File: config.mk
export PLATFORM = sky130hd
export DESIGN_NAME = divremsqrt_intpostproc_flat
export DESIGN_NICKNAME = d
export VERILOG_FILES = /design/src/rtl/divremsqrt_intpostproc_if.sv /design/src/rtl/divremsqrt_intpostproc.sv /design/src/flat_wrapper.sv
export SDC_FILE = /design/constraint.sdc
export NUM_CORES = 1
export LEC_CHECK = 0
export BUFFER_PORTS_ARGS = -buffer_cell sky130_fd_sc_hd__buf_4
export CAP_MARGIN = 15
export CELL_PAD_IN_SITES_DETAIL_PLACEMENT = 0
export CELL_PAD_IN_SITES_GLOBAL_PLACEMENT = 1
export CORE_ASPECT_RATIO = 1.75
export CORE_MARGIN = 1.5
export CORE_UTILIZATION = 40
export DETAILED_ROUTE_END_ITERATION = 8
export PLACE_DENSITY = 0.76
export SETUP_SLACK_MARGIN = 0.15
export SYNTH_ARGS = -nofsm -noshare
export SYNTH_HDL_FRONTEND = slang
export SYNTH_SLANG_ARGS = --single-unit
File: constraint.sdc
create_clock -name clk -period 4.33 [get_ports clk]
set_input_delay 0.866 -clock clk [delete_from_list [all_inputs] [get_ports clk]]
set_output_delay 0.866 -clock clk [all_outputs]
set_load 0.03 [all_outputs]
File: src/rtl/divremsqrt_intpostproc_if.sv
// Handshake and data bundle between the divide iterator, the integer
// post-processing stage and the integer result mux.
interface divremsqrt_intpostproc_if #(
  parameter int XLEN    = 64,
  parameter int DIVb    = 64,
  parameter int DIVBLEN = 7
);
  logic               InValid;
  logic               InReady;
  logic [DIVb:0]      QIn;
  logic [DIVb+3:0]    WIn;
  logic [DIVb+3:0]    DIn;
  logic [DIVBLEN-1:0] NormShiftIn;
  logic               RemOpIn;
  logic               AsIn;
  logic               BsIn;
  logic               ALTBIn;
  logic               BZeroIn;
  logic               W64In;
  logic [XLEN-1:0]    AIn;
  logic               OutValid;
  logic               OutReady;
  logic [XLEN-1:0]    Result;
  logic               Busy;

  modport master (
    output InValid, QIn, WIn, DIn, NormShiftIn, RemOpIn, AsIn, BsIn,
           ALTBIn, BZeroIn, W64In, AIn, OutReady,
    input  InReady, OutValid, Result, Busy
  );

  modport slave (
    input  InValid, QIn, WIn, DIn, NormShiftIn, RemOpIn, AsIn, BsIn,
           ALTBIn, BZeroIn, W64In, AIn, OutReady,
    output InReady, OutValid, Result, Busy
  );
endinterface

File: src/rtl/divremsqrt_intpostproc.sv
// Integer post-processing for the divide/remainder unit: residual fix-up,
// de-normalization, sign/special-case handling. DIVREM_W64_EN enables W64 sign-extension.
module divremsqrt_intpostproc #(
  parameter int XLEN    = 64,
  parameter int DIVb    = 64,
  parameter int DIVBLEN = 7
) (
  input  logic                     clk,
  input  logic                     reset_n,
  divremsqrt_intpostproc_if.slave  bus
);

  typedef enum logic [2:0] {
    S_IDLE = 3'd0,
    S_FIX  = 3'd1,
    S_NORM = 3'd2,
    S_SIGN = 3'd3,
    S_HOLD = 3'd4
  } state_t;

  state_t             r_state;
  state_t             w_next;
  logic [DIVb:0]      r_q;
  logic [DIVb+3:0]    r_w;
  logic [DIVb+3:0]    r_d;
  logic [DIVBLEN-1:0] r_shift;
  logic               r_remop;
  logic               r_as;
  logic               r_bs;
  logic               r_altb;
  logic               r_bzero;
  logic [XLEN-1:0]    r_a;
  logic [XLEN-1:0]    r_norm;
  logic [XLEN-1:0]    r_result;
`ifdef DIVREM_W64_EN
  logic               r_w64;
`else
  logic               w_unused_w64;
`endif

  logic               w_xfer;
  logic               w_negate;
  logic [DIVb:0]      w_sel;
  logic [XLEN-1:0]    w_final;
  logic [XLEN-1:0]    w_result;

  assign w_xfer = bus.InValid & (r_state == S_IDLE);
  assign w_sel  = r_remop ? r_w[DIVb:0] : r_q;

  // State register
  always_ff @(posedge clk) begin
    if (!reset_n) begin
      r_state <= S_IDLE;
    end else begin
      r_state <= w_next;
    end
  end

  // Next-state logic
  always_comb begin
    w_next = r_state;
    case (r_state)
      S_IDLE: begin
        if (w_xfer) w_next = S_FIX;
        else        w_next = S_IDLE;
      end
      S_FIX:  w_next = S_NORM;
      S_NORM: w_next = S_SIGN;
      S_SIGN: w_next = S_HOLD;
      S_HOLD: begin
        if (bus.OutReady) w_next = S_IDLE;
        else              w_next = S_HOLD;
      end
      default: w_next = S_IDLE;
    endcase
  end

  // Handshake outputs decoded from the state register
  always_comb begin
    bus.InReady  = (r_state == S_IDLE);
    bus.Busy     = (r_state != S_IDLE);
    bus.OutValid = (r_state == S_HOLD);
  end

  assign bus.Result = r_result;

  // Sign and special-case selection; the overflow case needs no extra term
  always_comb begin
    w_negate = r_remop ? r_as : (r_as ^ r_bs);
    if (r_bzero) begin
      w_final = r_remop ? r_a : {XLEN{1'b1}};
    end else if (r_altb) begin
      w_final = r_remop ? r_a : {XLEN{1'b0}};
    end else if (w_negate) begin
      w_final = {XLEN{1'b0}} - r_norm;
    end else begin
      w_final = r_norm;
    end
  end

`ifdef DIVREM_W64_EN
  // Word-op sign extension of the low 32 bits
  always_comb begin
    if (r_w64) w_result = XLEN'(signed'(w_final[31:0]));
    else       w_result = w_final;
  end
`else
  assign w_result     = w_final;
  assign w_unused_w64 = bus.W64In;
`endif

  // Datapath: capture, residual fix-up, de-normalization, final result
  always_ff @(posedge clk) begin
    if (!reset_n) begin
      r_q      <= {(DIVb+1){1'b0}};
      r_w      <= {(DIVb+4){1'b0}};
      r_d      <= {(DIVb+4){1'b0}};
      r_shift  <= {DIVBLEN{1'b0}};
      r_remop  <= 1'b0;
      r_as     <= 1'b0;
      r_bs     <= 1'b0;
      r_altb   <= 1'b0;
      r_bzero  <= 1'b0;
      r_a      <= {XLEN{1'b0}};
      r_norm   <= {XLEN{1'b0}};
      r_result <= {XLEN{1'b0}};
`ifdef DIVREM_W64_EN
      r_w64    <= 1'b0;
`endif
    end else begin
      case (r_state)
        S_IDLE: begin
          if (w_xfer) begin
            r_q     <= bus.QIn;
            r_w     <= bus.WIn;
            r_d     <= bus.DIn;
            r_shift <= bus.NormShiftIn;
            r_remop <= bus.RemOpIn;
            r_as    <= bus.AsIn;
            r_bs    <= bus.BsIn;
            r_altb  <= bus.ALTBIn;
            r_bzero <= bus.BZeroIn;
            r_a     <= bus.AIn;
`ifdef DIVREM_W64_EN
            r_w64   <= bus.W64In;
`endif
          end
        end
        S_FIX: begin
          if (r_w[DIVb+3]) begin
            r_w <= r_w + r_d;
            r_q <= r_q - {{DIVb{1'b0}}, 1'b1};
          end
        end
        S_NORM:  r_norm   <= XLEN'(w_sel >> r_shift);
        S_SIGN:  r_result <= w_result;
        default: ;
      endcase
    end
  end

endmodule

File: src/flat_wrapper.sv
// flat-port wrapper written by rule: the top's interface ports become plain ports
module divremsqrt_intpostproc_flat 
#(
  parameter int XLEN    = 64,
  parameter int DIVb    = 64,
  parameter int DIVBLEN = 7
)
  (clk, reset_n, bus_InValid, bus_QIn, bus_WIn, bus_DIn, bus_NormShiftIn, bus_RemOpIn, bus_AsIn, bus_BsIn, bus_ALTBIn, bus_BZeroIn, bus_W64In, bus_AIn, bus_OutReady, bus_InReady, bus_OutValid, bus_Result, bus_Busy);
  divremsqrt_intpostproc_if #(.XLEN(XLEN), .DIVb(DIVb), .DIVBLEN(DIVBLEN)) bus_i ();
  input  logic clk;
  input  logic reset_n;
  input wire logic [$bits(bus_i.InValid)-1:0] bus_InValid;
  input wire logic [$bits(bus_i.QIn)-1:0] bus_QIn;
  input wire logic [$bits(bus_i.WIn)-1:0] bus_WIn;
  input wire logic [$bits(bus_i.DIn)-1:0] bus_DIn;
  input wire logic [$bits(bus_i.NormShiftIn)-1:0] bus_NormShiftIn;
  input wire logic [$bits(bus_i.RemOpIn)-1:0] bus_RemOpIn;
  input wire logic [$bits(bus_i.AsIn)-1:0] bus_AsIn;
  input wire logic [$bits(bus_i.BsIn)-1:0] bus_BsIn;
  input wire logic [$bits(bus_i.ALTBIn)-1:0] bus_ALTBIn;
  input wire logic [$bits(bus_i.BZeroIn)-1:0] bus_BZeroIn;
  input wire logic [$bits(bus_i.W64In)-1:0] bus_W64In;
  input wire logic [$bits(bus_i.AIn)-1:0] bus_AIn;
  input wire logic [$bits(bus_i.OutReady)-1:0] bus_OutReady;
  output wire logic [$bits(bus_i.InReady)-1:0] bus_InReady;
  output wire logic [$bits(bus_i.OutValid)-1:0] bus_OutValid;
  output wire logic [$bits(bus_i.Result)-1:0] bus_Result;
  output wire logic [$bits(bus_i.Busy)-1:0] bus_Busy;
  assign bus_i.InValid = bus_InValid;
  assign bus_i.QIn = bus_QIn;
  assign bus_i.WIn = bus_WIn;
  assign bus_i.DIn = bus_DIn;
  assign bus_i.NormShiftIn = bus_NormShiftIn;
  assign bus_i.RemOpIn = bus_RemOpIn;
  assign bus_i.AsIn = bus_AsIn;
  assign bus_i.BsIn = bus_BsIn;
  assign bus_i.ALTBIn = bus_ALTBIn;
  assign bus_i.BZeroIn = bus_BZeroIn;
  assign bus_i.W64In = bus_W64In;
  assign bus_i.AIn = bus_AIn;
  assign bus_i.OutReady = bus_OutReady;
  assign bus_InReady = bus_i.InReady;
  assign bus_OutValid = bus_i.OutValid;
  assign bus_Result = bus_i.Result;
  assign bus_Busy = bus_i.Busy;
  divremsqrt_intpostproc #(.XLEN(XLEN), .DIVb(DIVb), .DIVBLEN(DIVBLEN)) u_core (.clk(clk), .reset_n(reset_n), .bus(bus_i));
endmodule
==> results of run 1 <==
power by group through the flow:
stage / registers [mW] / logic, mW / clock network [mW]
detailed placement: 4.55 / 4.16 / 0
floorplan: 4.41 / 2.78 / 0
CTS: 4.46 / 4.17 / 4.25
global route: 4.51 / 4.55 / 4.36
finish: 4.47 / 4.18 / 4.16
global placement: 4.54 / 4.14 / 0
per-stage QoR:
stage / instance area (sq um) / std cells
finish: 31490 / 4619
global route: 31490 / 4619
CTS: 31490 / 4619
detailed placement: 29910 / 4540
global placement: 29910 / 4540
floorplan: 26520 / 3526
flip-flops by register name, summed over array words and instances, names as in the netlist, 3 cells and up:
| name | count |
|---|---|
| u_core.r_w | 68 |
| u_core.bus.Result | 64 |
| u_core.r_shift | 7 |
| u_core.r_norm | 64 |
| u_core.r_q | 65 |
| u_core.r_d | 68 |
| u_core.r_a | 64 |
| u_core.r_state | 3 |
metal layers:
layer	GRT usage	share of wire	vias to the layer above
li1	-	-	13130
met1	0.3330	0.38	12840
met2	0.5616	0.51	852
met3	0.02873	0.044	242
met4	0.1735	0.062	0
met5	0	0	-
worst paths after layout:
path / end / slack, ps / cells after the start
max: u_core.r_w[64] / 350 / 12
min: u_core.r_a[30] / 450 / 2
max reg2reg: u_core.r_w[64] / 350 / 12
min reg2reg: u_core.r_a[30] / 450 / 2
cells by family after synthesis:
family,synth area share
fa+ha+maj,0.03331
buf+inv,0.04813
mux,0.1113
xor+xnor,0.03964
compound gates,0.2544
flops,0.3080
simple gates,0.2052
cells in the final DEF (no fill, tap or decap), drive strengths merged, types with 21 or more instances in the layout:
cell type / instances
nand3: 50
ha: 69
a21oi: 387
mux4: 67
o21ai: 306
xor2: 42
a22oi: 41
xnor2: 78
nor4: 32
o22ai: 34
nand2: 621
o31ai: 21
buf: 427
nor2: 350
a21o: 36
mux2: 40
clkbuf: 61
dfxtp: 408
a221oi: 50
nand4: 38
nor3: 78
mux2i: 99
a211oi: 33
inv: 42
a31oi: 73
critical path: stages (launching register included):
cell and delay [ps]:
dfxtp_1 350, ha_1 230, fa_1 250, a211oi_1 110, o21bai_1 150, a21oi_1 130
o211ai_1 470, a31o_2 350, a21boi_0 240, o41ai_1 1050, a31oi_1 230, xor2_1 180
o22ai_1 90
final cells by class:
class / count / area [sq um]
tap: 882 / 1104
sequential: 408 / 8175
clock buffer: 61 / 1316
timing repair buffer: 427 / 3331
fill: 6870 / 33990
inverter: 42 / 165.2
clock inverter: 18 / 259.0
multi-input combinational: 2781 / 17140
==> metrics.yaml, run 1 <==
timing:
  whs_ps: 451.3
  layout_setup_ws_ps: 347.4
  clock.fmax_mhz: 251.1
  period_share: 0.9198
  hold_violations: 0
  setup_viol: 0
  rsz0062_at_grt: "no"
  tightest_slew_ps: 1117
  min_period_ps: 3983
  setup_tns_ps: 0
  slew_headroom: 0.2458
  drv_slew: 0
  finClkSkew_ps: 20.84
pwr:
  p_sw_mw: 4.673
  p_leak_nw: 12.87
  irDropWorstVdd_mv: 0.2824
  comb_power_share: 0.326
  sequentialPowerShare: 0.349
  p_int_mw: 8.141
  p_total_mw: 12.81
  clock_power_share: 0.325
  swShare: 0.3647
  p_per_area_mw_per_mm2: 407.0
clock_tree:
  cts_buffers: 43
  cts_tree: "done"
  cts-resized-gates: 0
  htreeDepth: 2
  clk_path_buf_depth: 3
  clk_pin_slew_ps: 70
  cts.sinks: 408
  clk_latency_ps: 600
  cts_root_buf: "clkbuf_16"
  post-cts-setup-buffer-count: 0
  cts_hold_buffers: 0
min_path:
  hp-class: "flip-flop to flip-flop"
  min_from: "u_core.r_a[30]"
synthesis:
  synth-main-ff-cell: "dfxtp_1"
  synth.area.top_cells: "dfxtp_1, nand2_1, a21oi_1"
  netlist.area_leader.share: 0.3080
  synth_edf_count: 0
  yosys.area.top_type: "dfxtp_1"
  avgSynthCellArea_sq_um: 7.520
  synth_cells: 3526
  seq_area_frac_synth: 0.3080
  synth-seq-cells: 408
  synthArstFlopShare: 0
  ys_warn_count: 0
  synth_cell_types: 78
  synthTopCellsByCount: "nand2_1, dfxtp_1, a21oi_1, nor2_1, o21ai_0"
  synthesis.area_sq_mm: 0.02652
  synth_nets: 3878
  yosysMostFrequentCell: "nand2_1"
floorplan:
  start_util: 0.4050
  num_rows: 124
  dieArea_sq_mm: 0.06790
  pin_count: 349
  die_w_microns: 197.6
  coreArea_sq_mm: 0.06547
  die_y_microns: 343.6
worst_setup_path:
  crit_path_start_kind: "flip-flop"
  crit_fanout: 4
  cp_data_arrival_time_ps: 4430
  worstSetupPathType: "flip-flop to flip-flop"
  cp-end-kind: "flip-flop"
  worstSetupStartpoint: "u_core.r_w[0]"
  cp.required_ps: 4770
  worstReg2RegStart: "u_core.r_w[0]"
routing:
  drtIter0Drc: 1280
  first_pass_iters: 7
  viasPerCell: 5.858
  drt-total-wl_microns: 105000
  post_drt_wl_per_cell_microns: 22.73
  route.detailed.drc: 0
  num_vias: 27060
  route.antenna.remaining_nets: 0
place:
  hpwlAfterDp_microns: 80720
  preCtsSetupSlack_ps: 555.8
  io_buffer_count: 347
  place_congestion: 0.9800
grt:
  grt_overflow: 0
  grt_max_degree: 117
  grt_pass1_wl_microns: 157500
  antenna_found_initial: 0
  grt_pass1_vias: 26470
  track_usage: 0.3025
final_layout:
  nNetsFinal: 4055
  num_antenna_cells: 0
  drive_above_1_share: 0.1761
  final_core_util: 0.4809
  syn2layout_area_growth_pct: 18.75
run:
  max-cap-violations: 0
outcome:
  run_status: "completed"
Power figures use the tool's default switching activity.
==> run 2: changes to the inputs <==
--- a/config.mk
+++ b/config.mk
@@ -12,7 +12,9 @@
 export CORE_ASPECT_RATIO = 1.75
 export CORE_MARGIN = 1.5
 export CORE_UTILIZATION = 40
+export CTS_BUF_LIST = sky130_fd_sc_hd__clkbuf_16
 export DETAILED_ROUTE_END_ITERATION = 8
+export GPL_TIMING_DRIVEN = 0
 export PLACE_DENSITY = 0.76
 export SETUP_SLACK_MARGIN = 0.15
 export SYNTH_ARGS = -nofsm -noshare
==> run 2 against run 1 <==
Worst hold slack worse by 0.59 ps. Critical path depth shrank 1. Worst setup slack worse by 260 ps. Fmax is 6.1% lower. Wire length rose by 37%. Core utilization increased by 0.97 points. Sequential power about the same. Register-to-register slack worse by 260 ps. Design area increased by 2.0%.
==> metrics.yaml, run 2 (synthesized netlist as in run 1, its figures left out) <==
floorplan:
  pin_count: 349  # unchanged
  die_y_microns: 343.6  # unchanged
  num_rows: 124  # unchanged
  coreArea_sq_mm: 0.06547  # unchanged
  dieArea_sq_mm: 0.06790  # unchanged
  start_util: 0.4050  # unchanged
  die_w_microns: 197.6  # unchanged
routing:
  drt-total-wl_microns: 143700  # +37%
  first_pass_iters: 9  # +2
  maxUsedRoutingLayer: "met5"
  post_drt_wl_per_cell_microns: 29.56  # +30%
  drtIter0Drc: 2301  # +80%
  route.detailed.drc: 0  # unchanged
  viasPerCell: 6.136  # +4.7%
  route.antenna.remaining_nets: 0  # unchanged
  route.met3.wl_microns: 9991  # +110%
  wl_met2_microns: 70600  # +31%
  num_vias: 29830  # +10%
  wl_met1_microns: 44400  # +12%
grt:
  grt_max_degree: 15  # -87%
  grt_overflow: 0  # unchanged
  antenna_found_initial: 4  # +4
  grt_pass1_vias: 29590  # +12%
  track_usage: 0.4211  # +0.1186
  grt_pass1_wl_microns: 203400  # +29%
place:
  hpwlAfterDp_microns: 115300  # +43%
  io_buffer_count: 347  # unchanged
  preCtsSetupSlack_ps: -1192  # -1748 ps
  dp.cells: 4761  # +4.9%
  place_congestion: 1.067  # +8.9%
timing:
  setup_viol: 0  # unchanged
  clock.fmax_mhz: 235.7  # -6.1%
  period_share: 0.9799  # +0.06014
  rsz0062_at_grt: "yes"
  finClkSkew_ps: 32.88  # +12.04 ps
  min_period_ps: 4243  # +260.4 ps
  hold_violations: 0  # unchanged
  tightest_slew_ps: 1399  # +282.4 ps
  slew_headroom: 0.06730  # -0.1785
  layout_setup_ws_ps: 86.95  # -260.4 ps
  whs_ps: 450.8  # -0.5860 ps
  drv_slew: 0  # unchanged
clock_tree:
  cts_root_buf: "clkbuf_16"
  clk_pin_slew_ps: 70  # about the same
  cts_tree: "done"
  clk_latency_ps: 630  # +30 ps
  htreeDepth: 2  # unchanged
  cts_buffers: 45  # +4.7%
  cts.sinks: 408  # unchanged
  clk_path_buf_depth: 3  # unchanged
final_layout:
  reg_top3: "u_core.r_d (68), u_core.r_w (68), u_core.r_q (65)"
  layout_commonest_cell: "nand2_1"
  syn2layout_area_growth_pct: 21.14
  final_cell_mix: "nand2_1, dfxtp_1, a21oi_1"
  fin_cells: 4862  # +5.3%
  drive_above_1_share: 0.1550  # -0.02103
  nNetsFinal: 4290  # +5.8%
worst_setup_path:
  worstReg2RegStart: "u_core.r_remop"
  r2r_end: "u_core.r_norm[3]"
  cpMostUsedCell: "clkbuf_2"
  worstSetupPathType: "flip-flop to flip-flop"
  rr_worst_depth: 11  # -1
  cp-end-kind: "flip-flop"
  crit_path_start_kind: "flip-flop"
  cp_slowest_stage_delay_ps: 630  # -420 ps
  crit_fanout: 10  # +6
  cp_data_arrival_time_ps: 4710  # +280 ps
  cp_slowest_cell: "mux2i_1"
  r2r_slack_ps: 90  # -260 ps
  cp.required_ps: 4800  # +30 ps
  worstSetupStartpoint: "u_core.r_remop"
  path_cells: "clkbuf_2, clkbuf_2, clkbuf_2, mux4_2, mux2_2, mux2i_1, mux2i_1, nor2_1, a211oi_1, a221oi_1, nor2_1"
min_path:
  hp-class: "flip-flop to flip-flop"
  min_from: "u_core.r_a[3]"
  holdPathEnd: "u_core.r_a[3]"
  min_path_cells: 2  # unchanged
pwr:
  p_leak_nw: 13.04  # +1.3%
  irDropWorstVdd_mv: 0.3202  # +13%
  p_per_area_mw_per_mm2: 418.7  # +2.9%
outcome:
  run_status: "completed"
run:
  max-cap-violations: 0  # unchanged
-- run 2: cell types whose count changed in the layout (fill, tap and decap cells not counted), sizes merged --
cell           delta
diode             +7
clkdlybuf4s15     +2
inv              +11
clkinv            +7
clkinvlp          -1
clkbuf          +252
buf              -36
clkdlybuf4s18     +1
-- run 2: worst max path at each step --
stage,slack (ps),endpoint
6_report,90,u_core.r_norm[3]
4_1_cts,170,u_core.r_norm[6]
3_3_place_gp,-1340,u_core.r_norm[33]
3_5_place_dp,-1190,u_core.bus.Result[11]
5_1_grt,120,u_core.r_w[26]
2_1_floorplan,1010,u_core.bus.Result[61]
-- run 2: metal layers --
layer	global-route usage	vias up
li1	-	13620
met1	0.3782	13950
met2	0.7361	1574
met3	0.1027	688
met4	0.4598	2
met5	0	-
-- run 2: where the power goes --
| part | internal [mW] | switching, mW | total (mW) | leakage, nW |
|---|---|---|---|---|
| clock | 2.33 | 1.80 | 4.13 | 0.778 |
| combinational | 1.59 | 3.23 | 4.82 | 8.93 |
| sequential | 4.07 | 0.432 | 4.50 | 3.34 |
| total | 7.99 | 5.46 | 13.5 | 13.0 |
-- run 2: cell type report --
class	instances	area, sq um
clock buffers	47	1176
inverters	42	158.9
fillers	6993	33350
multi-input cells	2781	17180
well taps	882	1104
repair buffers	365	2813
clock inverters	35	326.6
flip-flops and latches	408	8168
plain buffers	295	1172
diodes	7	17.52
-- run 2: worst max-delay path, delay by kind of cell (launching register included) --
family	cells	cell delay, ps
AO/OA/AOI/OAI	2	320
buffers and inverters	3	1340
flip-flops	1	310
multiplexers	4	1840
AND/OR/NAND/NOR	2	260
-- run 2: repair_timing --
item | in CTS | in global routing
hold buffers | 0 | 0
buffers inserted | 1 | 0
gates resized for setup | 38 | 28
setup endpoints to repair | 133 | 25
pin swaps | 1 | 0
-- run 2: through the flow --
stage,power (mW),setup TNS (ps),instance area [sq um],util
3_5_place_dp,9.133,-50200,30300,0.4627
3_3_place_gp,9.107,-60740,30220,0.4616
4_1_cts,13.22,0,31890,0.4871
2_1_floorplan,7.187,0,26520,-
6_report,13.45,0,32120,0.4906
5_1_grt,13.85,0,32100,0.4903
